### config.mk
export PLATFORM = sky130hd
export DESIGN_NAME = seg7_reader
export DESIGN_NICKNAME = d
export VERILOG_FILES = /design/src/rtl/seg7_pkg.sv /design/src/rtl/seg7_pat2code.sv /design/src/rtl/seg7_reader.sv
export SDC_FILE = /design/constraint.sdc
export NUM_CORES = 1
export LEC_CHECK = 0
export ABC_AREA = 1
export CORE_MARGIN = 3
export CORE_UTILIZATION = 45
export CTS_CLUSTER_SIZE = 28
export DETAILED_ROUTE_END_ITERATION = 6
export PLACE_DENSITY = 0.7
export SETUP_SLACK_MARGIN = 0.5
export SYNTH_ARGS = -nofsm -noshare
export SYNTH_HDL_FRONTEND = slang
export SYNTH_SLANG_ARGS = --single-unit
### constraint.sdc
create_clock -name clk -period 5.85 [get_ports clk]
set_input_delay 0.8775 -clock clk [delete_from_list [all_inputs] [get_ports clk]]
set_output_delay 0.8775 -clock clk [all_outputs]
set_load 0.02 [all_outputs]
### src/rtl/seg7_pkg.sv
// seg7_reader shared types: segment/code widths, pattern table, FSM states.
// Patterns are {a,b,c,d,e,f,g} with segment a in bit 6.
package seg7_pkg;

    localparam int CODE_W = 5;
    localparam int SEG_W  = 7;

    typedef logic [SEG_W-1:0]  seg_t;
    typedef logic [CODE_W-1:0] code_t;

    localparam seg_t PAT_BLANK = 7'b0000000;
    localparam seg_t PAT_0     = 7'b0001110;
    localparam seg_t PAT_1     = 7'b1011111;
    localparam seg_t PAT_2     = 7'b0011100;
    localparam seg_t PAT_3     = 7'b1100111;
    localparam seg_t PAT_4     = 7'b0111100;
    localparam seg_t PAT_5     = 7'b0000101;
    localparam seg_t PAT_6     = 7'b1110000;
    localparam seg_t PAT_7     = 7'b1101101;
    localparam seg_t PAT_8     = 7'b0111110;
    localparam seg_t PAT_9     = 7'b0011111;
    localparam seg_t PAT_10    = 7'b1101101;
    localparam seg_t PAT_11    = 7'b0110011;
    localparam seg_t PAT_12    = 7'b1111111;
    localparam seg_t PAT_13    = 7'b0101010;
    localparam seg_t PAT_14    = 7'b1001111;
    localparam seg_t PAT_15    = 7'b1111110;
    localparam seg_t PAT_16    = 7'b1111001;
    localparam seg_t PAT_17    = 7'b1110111;
    localparam seg_t PAT_18    = 7'b1111110;
    localparam seg_t PAT_19    = 7'b1100000;

    typedef enum logic [1:0] {
        IDLE,
        COUNT,
        HOLD
    } state_e;

    typedef struct packed {
        code_t code;
        logic  ambig;
        logic  err;
        logic  blank;
    } lookup_t;

endpackage

### src/rtl/seg7_pat2code.sv
// Combinational 7-segment pattern to character code lookup.
// Shared patterns (7/10, 15/18) report the lower code with ambig set.
module seg7_pat2code
    import seg7_pkg::*;
(
    input  seg_t    pat_i,
    output lookup_t res_o
);

    always_comb begin
        res_o = '{code: '0, ambig: 1'b0, err: 1'b0, blank: 1'b0};
        case (pat_i)
            PAT_0:  res_o.code = code_t'(0);
            PAT_1:  res_o.code = code_t'(1);
            PAT_2:  res_o.code = code_t'(2);
            PAT_3:  res_o.code = code_t'(3);
            PAT_4:  res_o.code = code_t'(4);
            PAT_5:  res_o.code = code_t'(5);
            PAT_6:  res_o.code = code_t'(6);
            PAT_7: begin
                res_o.code  = code_t'(7);
                res_o.ambig = 1'b1;
            end
            PAT_8:  res_o.code = code_t'(8);
            PAT_9:  res_o.code = code_t'(9);
            PAT_11: res_o.code = code_t'(11);
            PAT_12: res_o.code = code_t'(12);
            PAT_13: res_o.code = code_t'(13);
            PAT_14: res_o.code = code_t'(14);
            PAT_15: begin
                res_o.code  = code_t'(15);
                res_o.ambig = 1'b1;
            end
            PAT_16: res_o.code = code_t'(16);
            PAT_17: res_o.code = code_t'(17);
            PAT_19: res_o.code = code_t'(19);
            PAT_BLANK: res_o.blank = 1'b1;
            default: res_o.err = 1'b1;
        endcase
    end

endmodule

### src/rtl/seg7_reader.sv
// Debounced 7-segment pattern reader with a one-entry valid/ready output.
// Define SEG7_READER_DROP_CNT_EN to implement the drop_cnt counter.
module seg7_reader
    import seg7_pkg::*;
#(
    parameter int unsigned STABLE_CNT = 3
) (
    input  logic         clk,
    input  logic         rst,
    input  logic         seg_valid,
    input  logic [6:0]   seg,
    input  logic         code_ready,
    output logic         code_valid,
    output logic [4:0]   code,
    output logic         code_ambig,
    output logic         code_err,
    output logic [7:0]   drop_cnt
);

    localparam logic [3:0] STABLE = 4'(STABLE_CNT);

    state_e     state_q;
    seg_t       cand_q;
    seg_t       cand_d;
    logic [3:0] cnt_q;

    logic       valid_q;
    code_t      code_q;
    logic       ambig_q;
    logic       err_q;

    logic       new_cand;
    logic       accept;
    logic       result;
    logic       load;
    lookup_t    lk;

    always_comb begin
        new_cand = seg_valid && (state_q == IDLE || seg != cand_q);
        cand_d   = new_cand ? seg : cand_q;
        if (new_cand) begin
            accept = (STABLE == 4'd1);
        end else begin
            accept = seg_valid && state_q == COUNT
                  && (cnt_q + 4'd1 == STABLE);
        end
        result = accept && !lk.blank;
        load   = result && (!valid_q || code_ready);
    end

    // Looks up the next candidate so an accept can load on the same edge.
    seg7_pat2code u_pat2code (
        .pat_i (cand_d),
        .res_o (lk)
    );

    always_ff @(posedge clk) begin
        if (rst) begin
            state_q <= IDLE;
            cand_q  <= '0;
            cnt_q   <= '0;
        end else if (new_cand) begin
            cand_q  <= cand_d;
            cnt_q   <= 4'd1;
            state_q <= accept ? HOLD : COUNT;
        end else if (seg_valid && state_q == COUNT) begin
            cnt_q <= cnt_q + 4'd1;
            if (accept) begin
                state_q <= HOLD;
            end
        end
    end

    always_ff @(posedge clk) begin
        if (rst) begin
            valid_q <= 1'b0;
            code_q  <= '0;
            ambig_q <= 1'b0;
            err_q   <= 1'b0;
        end else if (load) begin
            valid_q <= 1'b1;
            code_q  <= lk.code;
            ambig_q <= lk.ambig;
            err_q   <= lk.err;
        end else if (code_ready) begin
            valid_q <= 1'b0;
        end
    end

`ifdef SEG7_READER_DROP_CNT_EN
    logic       drop;
    logic [7:0] drop_q;

    assign drop = result && valid_q && !code_ready;

    always_ff @(posedge clk) begin
        if (rst) begin
            drop_q <= '0;
        end else if (drop && drop_q != 8'hFF) begin
            drop_q <= drop_q + 8'd1;
        end
    end

    assign drop_cnt = drop_q;
`else
    assign drop_cnt = '0;
`endif

    assign code_valid = valid_q;
    assign code       = code_q;
    assign code_ambig = ambig_q;
    assign code_err   = err_q;

endmodule

**Yosys cells after proc, flatten, opt, wreduce, memory -nomap -nowiden**

Index checks and enable logic that the tools add are counted.

- Reductions and logical operators: 18
- Equality and inequality tests: 21
- $add $sub $neg: 1
- Muxes and demuxes: 14

Operators with widths:

| kind | count |
|---|---|
| 5-bit case mux with 17 select lines | 1 |
| 7-bit == test, second input constant | 10 |
| 7-bit by 6-bit == test with 1-bit output, second input constant | 4 |
| 19-bit OR reduction | 1 |
| 7-bit by 5-bit == test with 1-bit output, second input constant | 2 |
| 1-bit two-way mux | 8 |
| 2-bit two-way mux | 4 |
| 7-bit by 3-bit == test with 1-bit output, second input constant | 1 |
| 7-bit by 4-bit == test with 1-bit output, second input constant | 1 |
| 7-bit logical NOT | 1 |
| 7-bit two-way mux | 1 |
| 7-bit != test | 1 |
| 2-bit nonzero test | 3 |
| 1-bit logical AND | 5 |
| 4-bit by 1-bit adder with 4-bit output, second input constant | 1 |
| 4-bit by 2-bit == test with 1-bit output, second input constant | 1 |
| 2-bit OR reduction | 2 |
| 2-bit by 1-bit == test with 1-bit output, second input constant | 1 |
| 1-bit logical NOT | 2 |
| 2-bit logical NOT | 1 |
| 1-bit logical OR | 2 |
| 2-bit AND reduction | 1 |

- Bits in registers: 21

**Longest topological paths before layout**

Gate-level depths: netlist of the first run.

- Depth in word-level cells: 10
- Mapped depth: 20
- Depth with buffers taken out: 19

**By module**

A second synthesis of the first run with hierarchy kept.

- Cell total of the unflattened synthesis: 278
- Area, all modules: 1631.6 um^2

By module, submodules not included:

| module | seq. area each (um^2) | instances | cells each | area each (um^2) |
|---|---|---|---|---|
| seg7_reader | 420.4 | 1 | 188 | 1247.4 |
| seg7_pat2code | 0.0 | 1 | 90 | 384.1 |

**Worst setup path before layout of the first run**

OpenSTA, ideal clock, no wires.

- Path type: input-to-reg
- Start: input port seg[5]
- End: register code_q[2], in the netlist code[2]
- Setup time: 0.116 ns
- Path buffers: 2
- Data arrival time: 2.281 ns
- Stages: 18
- Slack: 3.453 ns
- Cells stage by stage: inv_1 > nand2_1 > nand2_1 > nand2_1 > nor2_2 > nand2_4 > buf_6 > nand3_1 > nand2_1 > nand2_1 > nor2_4 > nand2_2 > nand2_2 > nor2_4 > buf_6 > nand3_1 > o211ai_1 > inv_1

- Word-level cells in the longest chain between the ends: 9

RTL lines:

| element | RTL line | RTL |
|---|---|---|
| start: declaration | seg7_reader.sv:11 | `input logic [6:0] seg,` |
| branches (longest 9 deep; another with 5-bit case mux with 17 select lines) | - |  |
| end signal: assignment | seg7_reader.sv:82 | `code_q <= lk.code;` |
| end: declaration | seg7_reader.sv:28 | `code_t code_q;` |

Parallel ways; which one is timed is not known.
A chain may end at the register's enable or synchronous reset.

**Worst setup path after layout of the first run**

- Start: input port seg_valid
- End: register err_q, in the netlist code_err

- Word-level cells in the longest chain between the ends: 7

RTL lines:

| element | RTL line | RTL |
|---|---|---|
| start: declaration | seg7_reader.sv:10 | `input logic seg_valid,` |
| branches (longest 7 deep; another with 19-bit OR reduction) | - |  |
| end signal: assignment | seg7_reader.sv:84 | `err_q <= lk.err;` |
| end: declaration | seg7_reader.sv:30 | `logic err_q;` |

Parallel ways; which one is timed is not known.

==> summary.txt, run 1 <==
GRT
  • GRT Resource Usage Total: 15.7%
  • Met1 GRT Util: 21.0%
  • Met3 usage in global routing: 3.59%
  • Vias in the first global route: 1276
  • Largest net degree at the start of global routing: 20
  • Congestion Overflow GR: 0
  • Top Usage Layer GRT: met2
  • Antenna violations before repair: 0
  • Global-route wire length before repair: 5.38 mm
  • Met2 GRT Util: 25.4%

Clock tree
  • Hold Buf Count CTS: 0
  • CTS tree: done
  • PostCTS Resize Cnt: 0
  • Worst-skew pair later-pin latency: 0.32 ns
  • H-tree depth: 1
  • TritonCTS Buffers: 3
  • Clock slew at reported path FFs: 0.13 ns
  • # Post-CTS Setup Buffers: 0
  • Clock Tree Root: clkbuf_4
  • Sink Count: 21
  • Clk buf depth: 2

Placed design
  • DP Cell Count: 314
  • Port Buf Inserts: 18
  • Dpl ws: 2.48 ns
  • DP HPWL: 2.46 mm
  • RePlAce Congestion: 0.864

STA
  • RSZ-0062 raised after global routing: false
  • Fmax: 328 MHz
  • Final worst slack: 2.80 ns
  • Period utilisation layout: 52.1%
  • Hold_ws: 0.478 ns
  • Skew final: 0.00756 ns
  • Max-slew violations: 0
  • Slew headroom: 55.8%
  • Slew @ Worst Pin: 0.661 ns
  • TNS Setup: 0 ns
  • Hold Vio Cnt, Final: 0
  • Endpoints failing setup: 0
  • Tmin final: 3.05 ns

Route
  • Initial DRC Count: 61
  • Wire per inst: 9.83 um
  • Antenna Nets Post-Route: 0
  • Vias/cell: 4.65
  • TritonRoute pass-1 iters: 4
  • Final WL: 3.13 mm
  • Vias after detailed routing: 1479
  • DRC: 0

Worst setup path
  • Startpoint types: input pin
  • Crit-path slowest cell: clkdlybuf4s50_1
  • Crit-path cells: clkdlybuf4s50_1, nand3_1, inv_1, nand4_1, a21oi_1, nand2_2, nor2_4, nand2_1, nor2_1, nand2_1, a21oi_2
  • Worst setup EP type: flop
  • Max stage delay on crit path: 0.89 ns
  • Reg2Reg Setup Slack: 3.58 ns
  • Crit-path max FO: 15
  • CP dominant cell by count: nand2_1
  • CP required: 6.10 ns
  • WS Path Type: in -> reg
  • WP data arrival: 3.30 ns

Synthesis
  • Mapped Cells: 259
  • Ys Warns: 0
  • EDFF count, synth: 0
  • Mean post-synth cell area: 6.10 um2
  • Post-synth top area share: 26.6%
  • Mapped Area: 1580 um2
  • Yosys reg bits: 21
  • Top cells by area, synth: dfxtp_1 (27%), nand2_1 (21%), nor2_1 (7.8%), nand3_1 (6.7%), inv_1 (6.4%)
  • Synth Flop Type: dfxtp_1
  • Synth area leader: dfxtp_1
  • Library cells used by synthesis: 38
  • Post-synth ARST share: 0%
  • Sequential area share after synthesis: 26.6%

Floorplan
  • Row count: 20
  • Die width: 65.2 um
  • Die area: 4260 um2
  • Starting Density: 49.3%
  • Core area: 3200 um2
  • Die Span Y: 65.2 um
  • Num ports: 27

Hold path
  • Hold WC Path Type: reg -> reg

Cells and area
  • Final Net Count: 288
  • Diodes inserted: 0
  • Syn-to-layout area delta: 11.5%
  • Layout cell share with drive strength beyond 1: 10.2%
  • Non-filler cells, final: 318

Power and ir drop
  • Peak VDD IR: 0.106 mV
  • Design Power: 0.291 mW
  • Power Dens Cells: 166 nW/um2
  • Static leakage: 0.889 nW

Run
  • Max_cap viols: 0

Run status
  • Outcome: complete, no violations
[metrics by stage]
step / utilization (%) / instance area [um2]
floorplan: - / 1610
global placement: 54.1 / 1730
detailed placement: 54.1 / 1730
CTS: 55.0 / 1760
global route: 55.0 / 1760
finish: 55.0 / 1760
[cell usage after synthesis (2+ instances only)]
master    count
buf_6         3
xnor2_1       2
nand2_1      90
nor2_2        7
o211ai_1      2
ha_1          2
nand3_1      21
and2_1        2
inv_1        27
dfxtp_1      21
xor2_1        2
a21oi_2       2
nor2_1       33
or2_2         2
inv_2         2
a21oi_1       6
nor2_4        2
buf_4         8
nand2_2       5
o21ai_2       2
[cells in the final DEF (no fill, tap or decap), drive strengths merged]
cell type,instances
dfxtp,21
inv,29
nand4,1
nor2,42
and2,2
clkinv,2
clkbuf,3
nand3,21
xor2,2
o21a,1
a21o,1
nand2,97
xnor2,2
clkdlybuf4s50,18
a31oi,1
ha,2
a21oi,8
nand3b,1
or2,3
o21ai,4
a211oi,1
nor3,1
o211a,1
o211ai,2
conb,8
[cell families after synthesis]
logic type / Yosys count / share of synthesized area [%]
simple gates: 168 / 47.2
other cells: 1 / 0.237
flops: 21 / 26.6
compound gates: 19 / 8.16
buf+inv: 44 / 13.9
fa+ha+maj: 2 / 1.58
xor+xnor: 4 / 2.22
[final cells by class]
cell class | instances | area [um2]
repair buffers | 18 | 180
multi-input cells | 201 | 965
inverters | 30 | 113
well taps | 44 | 55.1
flip-flops and latches | 21 | 420
clock inverters | 1 | 5.00
fillers | 342 | 1440
clock buffers | 3 | 22.5
[power breakdown]
part	leakage, nW	switching, mW	internal (mW)	total [mW]
clock network	0.0177	0.0491	0.0256	0.0747
registers	0.172	0.00383	0.148	0.152
logic	0.699	0.0426	0.0222	0.0649
total	0.889	0.0956	0.196	0.291
[state kept, by name, summed over array words and instances, names as in the netlist]
name        cells
cand_q          7
code            5
cnt_q           4
state_q         2
code_ambig      1
code_err        1
code_valid      1
[worst max-delay path: cells and delay by family]
family | cells | cell delay, ns
compound gates | 2 | 0.28
buf+inv | 2 | 1.05
simple gates | 7 | 1.09
[layer usage]
| metal | wire length (um) | part of all wire, % |
|---|---|---|
| met5 | 0 | 0 |
| met4 | 21 | 0.67 |
| met3 | 123 | 3.9 |
| met2 | 1370 | 44 |
| met1 | 1610 | 51 |
[path summary, 6_finish.rpt]
kind / from / to / cells past startpoint
setup / recovery: seg_valid / code_err / 11
hold / removal: state_q[1] / state_q[1] / 2
setup reg to reg: cand_q[1] / code_err / 17
hold reg to reg: state_q[1] / state_q[1] / 2
(Power assumes the default switching activity.)
==> run 2: changes to the inputs <==
--- a/config.mk
+++ b/config.mk
@@ -10,7 +10,7 @@
 export CORE_UTILIZATION = 45
 export CTS_CLUSTER_SIZE = 28
 export DETAILED_ROUTE_END_ITERATION = 6
-export PLACE_DENSITY = 0.7
+export PLACE_DENSITY = 0.72
 export SETUP_SLACK_MARGIN = 0.5
 export SYNTH_ARGS = -nofsm -noshare
 export SYNTH_HDL_FRONTEND = slang
==> constraint.sdc (replaced) <==
create_clock -name clk -period 2.6 [get_ports clk]
set_input_delay 0.39 -clock clk [delete_from_list [all_inputs] [get_ports clk]]
set_output_delay 0.39 -clock clk [all_outputs]
set_load 0.02 [all_outputs]
==> summary.txt, run 2 (synthesis gave the netlist of run 1 again) <==
Run status
  • Outcome: complete, no violations

STA
  • Final worst slack: 0.425 ns (-2.38 ns)
  • Fmax: 460 MHz
  • Period utilisation layout: 83.6%
  • Skew final: 0.00170 ns (-0.00587 ns)
  • Tmin final: 2.17 ns
  • Max-slew violations: 0 (unchanged)
  • Endpoints failing setup: 0 (unchanged)
  • RSZ-0062 raised after global routing: true
  • Hold Vio Cnt, Final: 0 (unchanged)

Cells and area
  • Syn-to-layout area delta: 39.3%
  • Most common cell after layout, fill and taps aside: nand2_1
  • Max reg flops: 7 (unchanged)
  • Final Net Count: 320 (+11%)
  • # fillers: 275 (-20%)
  • Most frequent cells in the layout: nand2_1 (70), nor2_1 (27), buf_4 (25), inv_1 (24), nand3_1 (20)
  • Diodes inserted: 0 (unchanged)
  • Layout cell share with drive strength beyond 1: 32.0% (+22 points)
  • Biggest register: cand_q

Power and ir drop
  • Switch share: 33.8% (+1.0 points)
  • Clock network power share: 22.7% (-2.9 points)
  • Register share of total power: 46.9% (-5.2 points)
  • Logic pwr share: 30.4% (+8.1 points)
  • Design Power: 0.734 mW (+150%)
  • Peak VDD IR: 0.333 mV (+220%)
  • P_int: 0.486 mW (+150%)
  • Power Dens Cells: 334 nW/um2 (+100%)
  • Sw power: 0.248 mW (+160%)
  • Static leakage: 1.10 nW (+24%)

Hold path
  • Hold depth: 2 (unchanged)
  • Hold Crit Start: state_q[0]
  • Hold EP: state_q[0]
  • Hold WC Path Type: reg -> reg

Floorplan
  • Die area: 4260 um2 (unchanged)
  • Starting Density: 49.3% (unchanged)
  • Die Span Y: 65.2 um (unchanged)
  • Row count: 20 (unchanged)
  • Num ports: 27 (unchanged)
  • Die width: 65.2 um (unchanged)
  • Core area: 3200 um2 (unchanged)

Placed design
  • Dpl ws: -0.0603 ns (-2.54 ns)
  • RePlAce Congestion: 0.861 (-0.32%)
  • DP HPWL: 2.67 mm (+8.6%)
  • Port Buf Inserts: 18 (unchanged)

Worst setup path
  • WS Path Type: reg -> reg
  • Critical R2R Launch: state_q[1]
  • Crit-path max FO: 5 (-10)
  • CP required: 2.86 ns (-3.24 ns)
  • Register-to-Register Path Depth: 17 (unchanged)
  • Worst setup EP type: flop
  • End of the worst register-to-register path: code_err
  • Reg2Reg Setup Slack: 0.43 ns (-3.15 ns)
  • Startpoint types: flop
  • WP data arrival: 2.43 ns (-0.87 ns)

Clock tree
  • Hold Buf Count CTS: 0 (unchanged)
  • Worst-skew pair later-pin latency: 0.31 ns (about the same)
  • TritonCTS Buffers: 3 (unchanged)
  • Clock Tree Root: clkbuf_4
  • H-tree depth: 1 (unchanged)
  • CTS tree: done
  • Clk buf depth: 2 (unchanged)
  • Sink Count: 21 (unchanged)
  • Clock slew at reported path FFs: 0.12 ns (about the same)

GRT
  • Congestion Overflow GR: 0 (unchanged)
  • Antenna violations before repair: 0 (unchanged)
  • Global-route wire length before repair: 6.58 mm (+22%)
  • GRT Resource Usage Total: 19.1% (+3.4 points)
  • Vias in the first global route: 1586 (+24%)
  • Largest net degree at the start of global routing: 16 (-20%)

Route
  • DRC: 0 (unchanged)
  • TritonRoute pass-1 iters: 6 (+2)
  • Antenna Nets Post-Route: 0 (unchanged)
  • Initial DRC Count: 93 (+52%)
  • Vias/cell: 4.93 (+5.9%)
  • Final WL: 4.07 mm (+30%)
  • Vias after detailed routing: 1724 (+17%)
  • Wire per inst: 11.6 um (+18%)

Run
  • Max_cap viols: 0 (unchanged)
-- run 2: cell count changes in the layout (fill, tap and decap cells not counted), sizes merged --
cell,previous run,this run
dlygate4sd2,0,7
clkbuf,3,4
buf,0,32
inv,29,30
clkinv,2,0
clkdlybuf4s50,18,11
-- run 2: repair_timing --
| item | CTS | global route |
|---|---|---|
| pin swaps | 7 | 12 |
| resized for setup | 34 | 36 |
| endpoints found under the setup margin | 8 | 8 |
| setup buffers | 5 | 9 |
-- run 2: metrics by stage --
stage                     std cells  util [%]  TNS, ns  area (um2)  hold slack [ns]
after detailed placement        332      58.7  -0.0928        1880            0.454
after CTS                       341      62.8        0        2010            0.481
after global placement          332      58.7  -0.0810        1880            0.448
after global routing            350      68.7        0        2200            0.493
final                           350      68.7        0        2200            0.475
after floorplan                 266         -        0        1610            0.441
-- run 2: how the worst max path moves through the flow --
stage	startpoint	cells after the start	slack, ns	endpoint
2_1_floorplan	seg[5]	18	0.69	code[2]
3_3_place_gp	seg[4]	20	-0.05	code[3]
3_5_place_dp	seg[4]	20	-0.06	code[3]
4_1_cts	cand_q[4]	20	0.49	code[3]
5_1_grt	state_q[1]	17	0.28	code_err
6_report	state_q[1]	17	0.43	code_err
-- run 2: layer usage --
metal / part of all wire, % / vias up / track usage (%) / wire length (um)
met5: 0 / - / 0 / 0
met4: 0.64 / 0 / 5.18 / 26
met3: 4.2 / 4 / 3.76 / 170
met2: 50 / 50 / 32.6 / 2020
met1: 46 / 792 / 24.4 / 1860
li1: - / 878 / - / -
-- run 2: worst max-delay path, cell delays in order, from the launching register on --
cell	delay (ns)
dfxtp_1	0.33
or2_0	0.24
nand3_2	0.09
nor2_4	0.05
nand2_4	0.10
nand2_8	0.07
buf_6	0.13
buf_4	0.13
o21ai_4	0.16
buf_6	0.13
nor2_1	0.06
nand2_1	0.08
nand2_2	0.07
nor2_4	0.12
nand2_1	0.06
nor2_1	0.09
nand2_1	0.07
a21oi_2	0.11
-- run 2: cell type report --
class                   instances  area, um2  share of cell area (%)
well taps                      44       55.1                    2.50
flip-flops and latches         21        429                    19.5
inverters                      30        113                    5.12
multi-input cells             201       1130                    51.4
clock buffers                   4       26.3                    1.19
repair buffers                 50        447                    20.3
-- run 2: power groups by stage --
stage / sequential [mW] / combinational [mW] / clock, mW
floorplan: 0.347 / 0.120 / 0
global placement: 0.349 / 0.166 / 0
detailed placement: 0.349 / 0.168 / 0
CTS: 0.343 / 0.183 / 0.168
global route: 0.346 / 0.244 / 0.185
finish: 0.345 / 0.223 / 0.167
